File: config.mk
export PLATFORM = sky130hd
export DESIGN_NAME = pc_fetch_unit
export DESIGN_NICKNAME = d
export VERILOG_FILES = /design/src/rtl/mips_pkg.sv /design/src/rtl/pc_next_mux.sv /design/src/rtl/pc_fetch_unit.sv
export SDC_FILE = /design/constraint.sdc
export NUM_CORES = 1
export LEC_CHECK = 0
export ABC_CLOCK_PERIOD_IN_PS = 3200
export BUFFER_PORTS_ARGS = -buffer_cell sky130_fd_sc_hd__buf_2
export CAP_MARGIN = 20
export CORE_AREA = 3 3 125 127
export DETAILED_ROUTE_END_ITERATION = 6
export DIE_AREA = 0 0 128 130
export PLACE_DENSITY = 0.66
export SYNTH_ARGS = -nofsm -noshare
export SYNTH_HDL_FRONTEND = slang
export SYNTH_SLANG_ARGS = --single-unit
File: constraint.sdc
create_clock -name clk -period 3.2 [get_ports clk]
set_clock_uncertainty 0.2 [all_clocks]
set_input_delay 0.64 -clock clk [delete_from_list [all_inputs] [get_ports clk]]
set_output_delay 0.64 -clock clk [all_outputs]
set_load 0.02 [all_outputs]
File: src/rtl/mips_pkg.sv
// Shared types and constants for the MIPS core front end.
package mips_pkg;
   localparam int unsigned INSTR_W = 32;
   localparam int unsigned ADDR_W  = 32;

   // sll $0,$0,0
   localparam logic [INSTR_W-1:0] NOP_INSTR = '0;

   typedef enum logic [1:0] {
      BOOT = 2'd0,
      RUN  = 2'd1,
      HALT = 2'd2
   } fetch_state_t;
endpackage

File: src/rtl/pc_next_mux.sv
// Next-PC selection: jump over taken branch over stall over sequential.
module pc_next_mux
   import mips_pkg::*;
(
   input  logic [ADDR_W-1:0] pc,
   input  logic              stall,
   input  logic              jump,
   input  logic [ADDR_W-1:0] jump_target,
   input  logic              branch_taken,
   input  logic [ADDR_W-1:0] branch_target,
   output logic [ADDR_W-1:0] next_pc,
   output logic              take_redirect,
   output logic              misalign
);

   // Redirect targets are forced word-aligned; misalign flags dropped low bits.
   always_comb begin
      next_pc       = pc + 32'd4;
      take_redirect = 1'b0;
      misalign      = 1'b0;
      if (jump) begin
         next_pc       = {jump_target[ADDR_W-1:2], 2'b00};
         take_redirect = 1'b1;
         misalign      = (jump_target[1:0] != 2'b00);
      end else if (branch_taken) begin
         next_pc       = {branch_target[ADDR_W-1:2], 2'b00};
         take_redirect = 1'b1;
         misalign      = (branch_target[1:0] != 2'b00);
      end else if (stall) begin
         next_pc = pc;
      end
   end

endmodule

File: src/rtl/pc_fetch_unit.sv
// PC register, IF/ID pipeline register, fetch counter and fetch FSM.
module pc_fetch_unit
   import mips_pkg::*;
#(
   parameter logic [ADDR_W-1:0]  RESET_PC = 32'h0000_0000,
   parameter int unsigned        CNT_W    = 16,
   parameter logic [INSTR_W-1:0] NOP_WORD = NOP_INSTR
) (
   input  logic               clk,
   input  logic               rst_n,
   input  logic               stall,
   input  logic               branch_taken,
   input  logic [ADDR_W-1:0]  branch_target,
   input  logic               jump,
   input  logic [ADDR_W-1:0]  jump_target,
   input  logic               halt,
   output logic [ADDR_W-1:0]  imem_addr,
   input  logic [INSTR_W-1:0] imem_data,
   output logic [INSTR_W-1:0] ifid_instr,
   output logic [ADDR_W-1:0]  ifid_pc4,
   output logic               ifid_valid,
   output logic               misalign_err,
   output logic [CNT_W-1:0]   fetch_count,
   output logic [1:0]         state_o
);

   fetch_state_t      state;
   logic [ADDR_W-1:0] pc;
   logic [ADDR_W-1:0] next_pc;
   logic              take_redirect;
   logic              misalign;

   pc_next_mux u_pc_next_mux (
      .pc            (pc),
      .stall         (stall),
      .jump          (jump),
      .jump_target   (jump_target),
      .branch_taken  (branch_taken),
      .branch_target (branch_target),
      .next_pc       (next_pc),
      .take_redirect (take_redirect),
      .misalign      (misalign)
   );

   assign imem_addr = pc;
   assign state_o   = state;

   // Fetch FSM: halt beats redirect beats stall beats sequential capture.
   always_ff @(posedge clk or negedge rst_n) begin
      if (!rst_n) begin
         state        <= BOOT;
         pc           <= RESET_PC;
         ifid_instr   <= NOP_WORD;
         ifid_pc4     <= '0;
         ifid_valid   <= 1'b0;
         misalign_err <= 1'b0;
         fetch_count  <= '0;
      end else begin
         case (state)
            BOOT: begin
               state      <= RUN;
               ifid_valid <= 1'b0;
            end
            RUN: begin
               if (halt) begin
                  state      <= HALT;
                  ifid_instr <= NOP_WORD;
                  ifid_valid <= 1'b0;
               end else if (take_redirect) begin
                  pc         <= next_pc;
                  ifid_instr <= NOP_WORD;
                  ifid_valid <= 1'b0;
                  if (misalign) misalign_err <= 1'b1;
               end else if (!stall) begin
                  // next_pc is pc+4 on this path, which is also the captured PC+4
                  pc          <= next_pc;
                  ifid_instr  <= imem_data;
                  ifid_pc4    <= next_pc;
                  ifid_valid  <= 1'b1;
                  fetch_count <= fetch_count + 1'b1;
               end
            end
            HALT: begin
               ifid_valid <= 1'b0;
            end
            default: begin
               state      <= BOOT;
               ifid_valid <= 1'b0;
            end
         endcase
      end
   end

endmodule

==> results_dict.tcl, run 1 <==
set metrics [dict create \
    status "completed" \
    dp.cells 994 \
    grt_antenna_before_repair 0 \
    setup_viol 0 \
    cts_buffer_depth 2 \
    cts_resized 0 \
    maxCapViolCount 0 \
    rsz0062_at_grt "false" \
    netlist_area_um2 5760 \
    drtIter0Drc 347 \
    async_flop_share_pct 100 \
    post_drt_wl_per_cell_um 17.2 \
    syn_to_final_growth_pct 33.8 \
    critPathArrivalTime_ns 2.60 \
    syn_area_per_cell_um2 9.38 \
    worst-path-buf-inv 0 \
    synth_edf_count 0 \
    grt_pass1_wl_um 27500 \
    first_pass_iters 5 \
    post_cts_buffers 0 \
    synth_area_leader_cell "dfrtp_1" \
    syn_nets 718 \
    synth_area_leaders "dfrtp_1 (50%), nand2_1 (8.5%), nand3_1 (4.2%), xnor2_1 (4.0%), o21ai_0 (3.6%)" \
    yosys_warnings 0 \
    coreArea_um2 14500 \
    viasPerCell 5.31 \
    ios 218 \
    clock_latency_ns 0.41 \
    clockRootBuffer "clkbuf_16" \
    tightestPinTransition_ns 0.692 \
    max-vdd-ir-drop_v 0.000397 \
    crit_required_ns 3.28 \
    route.detailed.drc 0 \
    row_count 44 \
    crit_path_max_incr_delay_ns 0.81 \
    fin_util_pct 53.0 \
    synth_ff_type "dfrtp_1" \
    gr-total-overflow 0 \
    drt_wl_total_um 17700 \
    gp_congestion 0.831 \
    cts_made_buffers 17 \
    cpLargestDelayFamily "simple AND/OR/NAND/NOR gates" \
    r2r_start "imem_addr[4]$_DFFE_PN0P_" \
    critPathSlowestCell "or4_1" \
    grt_start_max_net_pins 55 \
    layout-drive-gt1-share_pct 34.8 \
    grt_pass1_vias 5214 \
    tns_ns 0 \
    initial_core_util_pct 39.6 \
    ys_ff_latch 116 \
    post-route-min-period_ns 2.52 \
    cts_tree "done" \
    diodes 0 \
    critPathKind "register to register" \
    yosysTopAreaCellShare_pct 50.4 \
    vias 5443 \
    yosysUniqueCellTypes 55 \
    crit_path_start_kind "register" \
    syn_inst 614 \
    clk_pin_slew_ns 0.05 \
    final_cells 1026 \
    hold_violations 0 \
    h-tree-depth 4 \
    synth_seq_area_share_pct 50.4 \
    fp.dieW_um 128 \
    dp_hpwl_um 13000 \
    port_buffers 217 \
    power_density_nw_per_um2 863 \
    slew_violations 0 \
    power_leakage_nw 3.95 \
    drt.antenna.violating_nets 0 \
    max_slew_margin_pct 53.5 \
    critical_path.cell_chain "nand4_2 > or4_1 > nor4_4 > o21ai_0 > o2bb2ai_1" \
    min_path_type "primary input to asynchronous set/reset pin" \
    die_y_um 130 \
    period_share_pct 78.9 \
    max_freq_ghz 0.396 \
    finalNetCount 933 \
    cp_max_fo 8 \
    critPathCaptureType "register" \
    crit_path_start "imem_addr[4]$_DFFE_PN0P_" \
    hold_buffers 0 \
    grt_usage_pct 21.0 \
    clock_sinks 116 \
    die-area_um2 16600 \
]
==> placed cells by master, fill, tap and decap left out, types with 17 or more instances in the layout <==
master | netlist | layout
buf_2 | 3 | 216
nand2_1 | 130 | 129
dfrtp_1 | 116 | 116
nand3_1 | 48 | 48
o21ai_0 | 41 | 41
nor2_1 | 29 | 27
xnor2_1 | 26 | 26
buf_4 | 0 | 19
clkbuf_16 | 0 | 17
==> flip-flops by register name, summed over array words and instances (netlist names) <==
signal / count
state_o: 2
misalign_err: 1
ifid_valid: 1
ifid_pc4: 32
imem_addr: 32
fetch_count: 16
ifid_instr: 32
==> metrics by stage <==
step / total power [mW] / hold slack [ns] / cell area [µm²] / setup slack (ns)
2_1_floorplan: 3.77 / 0.144 / 5760 / 0.841
3_3_place_gp: 4.67 / 0.244 / 7080 / 0.601
3_5_place_dp: 4.71 / 0.243 / 7080 / 0.588
4_1_cts: 6.70 / 0.0565 / 7710 / 0.681
5_1_grt: 7.03 / 0.0724 / 7710 / 0.497
6_report: 6.65 / 0.0371 / 7710 / 0.675
==> routing by layer <==
layer | track usage, % | share of wire (%) | up-vias
li1 | - | - | 2594
met1 | 28.8 | 44 | 2613
met2 | 33.0 | 47 | 214
met3 | 4.54 | 6.9 | 22
met4 | 7.55 | 1.9 | 0
met5 | 0 | 0 | -
==> power breakdown <==
part / internal [mW] / leakage (nW) / total, mW / switching, mW
Combinational: 0.797 / 2.12 / 2.27 / 1.48
Clock: 1.32 / 0.306 / 1.98 / 0.651
Sequential: 1.91 / 1.52 / 2.41 / 0.496
==> synth_stat cells, types with 3 or more instances <==
master / instances
and3_1: 6
buf_1: 3
nand2_1: 130
nor2_1: 29
dfrtp_1: 116
clkbuf_1: 32
a21boi_0: 3
nor3_1: 11
o21ai_0: 41
nand3_1: 48
mux2i_1: 3
o31a_1: 7
a22oi_1: 11
buf_2: 3
a222oi_1: 10
o2bb2ai_1: 10
nand4_1: 10
o31ai_1: 6
nor3_2: 5
xor2_1: 16
a21oi_1: 17
xnor2_1: 26
a31oi_1: 7
mux2_2: 4
nand2b_1: 3
a21o_1: 4
inv_1: 10
o22ai_1: 7
==> cells by family (layout without fill, tap and decap cells) <==
| group | Yosys count | count (layout) | synth area share [%] |
|---|---|---|---|
| AND/OR/NAND/NOR | 264 | 264 | 22.4 |
| AO/OA/AOI/OAI | 133 | 133 | 15.6 |
| flip-flops | 116 | 116 | 50.4 |
| buffers and inverters | 50 | 278 | 3.48 |
| XOR/XNOR | 42 | 42 | 6.39 |
| multiplexers | 7 | 7 | 1.30 |
| adder cells (fa/ha/maj) | 2 | 2 | 0.434 |
==> final timing paths <==
check                                              end  slack, ns  cells after the start
max                          imem_addr[29]$_DFFE_PN0P_       0.68                      5
min                        fetch_count[12]$_DFFE_PN0P_       0.04                      1
max reg2reg                  imem_addr[29]$_DFFE_PN0P_       0.68                      5
min reg2reg                  ifid_instr[4]$_DFFE_PN0P_       0.26                      2
max in group asynchronous     imem_addr[2]$_DFFE_PN0P_       2.03                      2
min in group clk             ifid_instr[0]$_DFFE_PN0P_       0.25                      3
==> cell type report <==
cell class	count	area, µm²
Fill cell	1390	6830
Sequential cell	116	2900
Clock buffer	24	502
Tap cell	184	230
Clock inverter	8	121
Inverter	10	37.5
Timing Repair Buffer	236	1240
Multi-Input combinational cell	448	2670
Power figures use the tool's default switching activity.
==> run 2: changes to the inputs <==
--- a/config.mk
+++ b/config.mk
@@ -5,13 +5,14 @@
 export SDC_FILE = /design/constraint.sdc
 export NUM_CORES = 1
 export LEC_CHECK = 0
-export ABC_CLOCK_PERIOD_IN_PS = 3200
+export ABC_AREA = 1
+export ABC_CLOCK_PERIOD_IN_PS = 2180
 export BUFFER_PORTS_ARGS = -buffer_cell sky130_fd_sc_hd__buf_2
 export CAP_MARGIN = 20
-export CORE_AREA = 3 3 125 127
+export CORE_AREA = 3 3 128 130
 export DETAILED_ROUTE_END_ITERATION = 6
-export DIE_AREA = 0 0 128 130
-export PLACE_DENSITY = 0.66
+export DIE_AREA = 0 0 131 133
+export PLACE_DENSITY = 0.68
 export SYNTH_ARGS = -nofsm -noshare
 export SYNTH_HDL_FRONTEND = slang
 export SYNTH_SLANG_ARGS = --single-unit
==> constraint.sdc (replaced) <==
create_clock -name clk -period 2.18 [get_ports clk]
set_clock_uncertainty 0.2 [all_clocks]
set_input_delay 0.436 -clock clk [delete_from_list [all_inputs] [get_ports clk]]
set_output_delay 0.436 -clock clk [all_outputs]
set_load 0.02 [all_outputs]
==> results_dict.tcl, run 2 <==
set metrics [dict create \
    vias 6250 \
    cts_tree "done" \
    port_buffers 217 \
    dp_hpwl_um 14800 \
    rsz0062_at_grt "false" \
    crit_path_start_kind "register" \
    clockRootBuffer "clkbuf_16" \
    clock_sinks 116 \
    max_freq_ghz 0.491 \
    critical_path.cell_chain "ha_2 > nand3_2 > nor2_4 > nand2_1 > nor2_1 > nand3_1 > nand3_1 > nand3_1 > nand2_1 > o21ai_1" \
    cts_made_buffers 17 \
    layout.cells.most_common_list "nand2_1 (267), buf_2 (216), nand3_1 (115), dfrtp_1 (115), inv_1 (96)" \
    first_pass_iters 5 \
    setup_viol 0 \
    netlist_area_um2 6140 \
    gp_congestion 0.942 \
    grt_pass1_vias 5958 \
    yosysMostFrequentCell "nand2_1" \
    syn_area_per_cell_um2 7.44 \
    async_flop_share_pct 100 \
    dpl_cell_area_um2 7510 \
    diodes 0 \
    syn_inst 825 \
    fin_ws_ns 0.145 \
    dp.cells 1237 \
    critPathCaptureType "register" \
    critPathSlowestCell "dfrtp_2" \
    yosysTopAreaCellShare_pct 47.3 \
    grt_antenna_before_repair 0 \
    yosysUniqueCellTypes 37 \
    fin_util_pct 53.1 \
    viasPerCell 4.92 \
    syn_nets 929 \
    synth_area_leaders "dfrtp_1 (47%), nand2_1 (16%), nand3_1 (9.4%), inv_1 (5.9%), o21ai_0 (3.8%)" \
    power_density_nw_per_um2 1190 \
    status "completed" \
    cpLargestDelayFamily "simple AND/OR/NAND/NOR gates" \
    max-vdd-ir-drop_v 0.000621 \
    syn_to_final_growth_pct 32.0 \
    critPathArrivalTime_ns 2.13 \
    row_count 45 \
    synth_common_cells "nand2_1 (267), dfrtp_1 (116), nand3_1 (115)" \
    power.total_mw 9.63 \
    synth_edf_count 0 \
    worst-path-buf-inv 0 \
    cp_common_cell "nand3_1" \
    post-route-cell-area_um2 8100 \
    power_leakage_nw 4.31 \
    tightestPinTransition_ns 0.439 \
    post_drt_wl_per_cell_um 15.3 \
    drtIter0Drc 300 \
    ys_ff_latch 116 \
    critPathKind "register to register" \
    clock_latency_ns 0.42 \
    maxCapViolCount 0 \
    hold_ws_ns 0.0575 \
    multi_input_area_um2 2700 \
    tns_ns 0 \
    drt.antenna.violating_nets 0 \
    coreArea_um2 15300 \
    synth_ff_type "dfrtp_1" \
    final_cells 1270 \
    period_share_pct 93.4 \
    cp_max_fo 5 \
    min_path_type "primary input to register" \
    slew_violations 0 \
    finalNetCount 1150 \
    h-tree-depth 4 \
    grt_start_max_net_pins 46 \
    synth_area_leader_cell "dfrtp_1" \
    gr-total-overflow 0 \
    pre_cts_slack_ns 0.0229 \
    grt_usage_pct 22.3 \
    drt_wl_total_um 19500 \
    cts_buffer_depth 2 \
    fp.dieW_um 131 \
    num-fill-cells 1508 \
    ios 218 \
    die_y_um 133 \
    crit_required_ns 2.27 \
    max_slew_margin_pct 70.8 \
    layout-drive-gt1-share_pct 27.5 \
    hold_violations 0 \
    route.detailed.drc 0 \
    synth_seq_area_share_pct 47.3 \
    grt_pass1_wl_um 30300 \
    yosys_warnings 0 \
    regArea_um2 2900 \
    final_common_cell "nand2_1" \
    clk_pin_slew_ns 0.06 \
    post-route-min-period_ns 2.04 \
    crit_path_max_incr_delay_ns 0.44 \
    die-area_um2 17400 \
    initial_core_util_pct 40.2 \
]
## run 2: changes by cell type in the layout (fill, tap and decap cells not counted), sizes merged, moves of 10 or more
cell	delta
nand2	+139
inv	+90
nand3	+70
nor2	+29
o21ai	+22
xnor2	-20
a22oi	-11
a222oi	-10
o2bb2ai	-10
## run 2: power by group
part / internal (mW) / total (mW) / switching [mW]
logic: 1.15 / 3.49 / 2.34
registers: 2.85 / 3.51 / 0.666
clock network: 1.62 / 2.63 / 1.01
## run 2: what timing repair did
item	in CTS	in global routing
resized for setup	0	6
endpoints found under the setup margin	0	23
hold endpoints to repair	116	0
hold buffers	1	0
setup buffers	0	0
## run 2: worst register-to-register path, cell delays in order, from the launching register on
cell and delay, ns:
dfrtp_2 0.44, ha_2 0.24, nand3_2 0.13, nor2_4 0.16, nand2_1 0.12, nor2_1 0.18, nand3_1 0.09, nand3_1 0.09
nand3_1 0.11, nand2_1 0.07, o21ai_1 0.06
## run 2: final timing paths
kind | startpoint | end | slack (ns) | cells after the start
min | imem_data[31] | ifid_instr[31]$_DFFE_PN0P_ | 0.06 | 3
max | imem_addr[2]$_DFFE_PN0P_ | imem_addr[20]$_DFFE_PN0P_ | 0.14 | 10
max reg2reg | imem_addr[2]$_DFFE_PN0P_ | imem_addr[20]$_DFFE_PN0P_ | 0.14 | 10
min reg2reg | ifid_pc4[4]$_DFFE_PN0P_ | ifid_pc4[4]$_DFFE_PN0P_ | 0.28 | 2
min in group asynchronous | rst_n | ifid_instr[12]$_DFFE_PN0P_ | 0.17 | 2
max in group asynchronous | rst_n | ifid_instr[0]$_DFFE_PN0P_ | 0.98 | 3
## run 2: logic make-up after synthesis
group,after synthesis,synth area share [%]
xor gates and xnor gates,15,2.14
adders and majority gates,2,0.408
DFF,116,47.3
and+or+nand+nor,472,33.6
AOI/OAI and AO/OA,85,7.65
buffers and inverters,135,8.87
## run 2: area by class of cell
| class | instances | area share, % |
|---|---|---|
| well taps | 211 | 3.26 |
| multi-input cells | 574 | 33.3 |
| inverters | 101 | 4.77 |
| flip-flops and latches | 116 | 35.9 |
| clock inverters | 12 | 1.33 |
| repair buffers | 236 | 15.9 |
| clock buffers | 20 | 5.64 |
## run 2: routing by layer
layer | vias up | track usage, % | wire [µm]
met1 | 2862 | 28.5 | 8240
met2 | 266 | 35.9 | 9100
met5 | - | 0 | 0
met3 | 29 | 7.15 | 1770
met4 | 0 | 7.03 | 357
li1 | 3093 | - | -
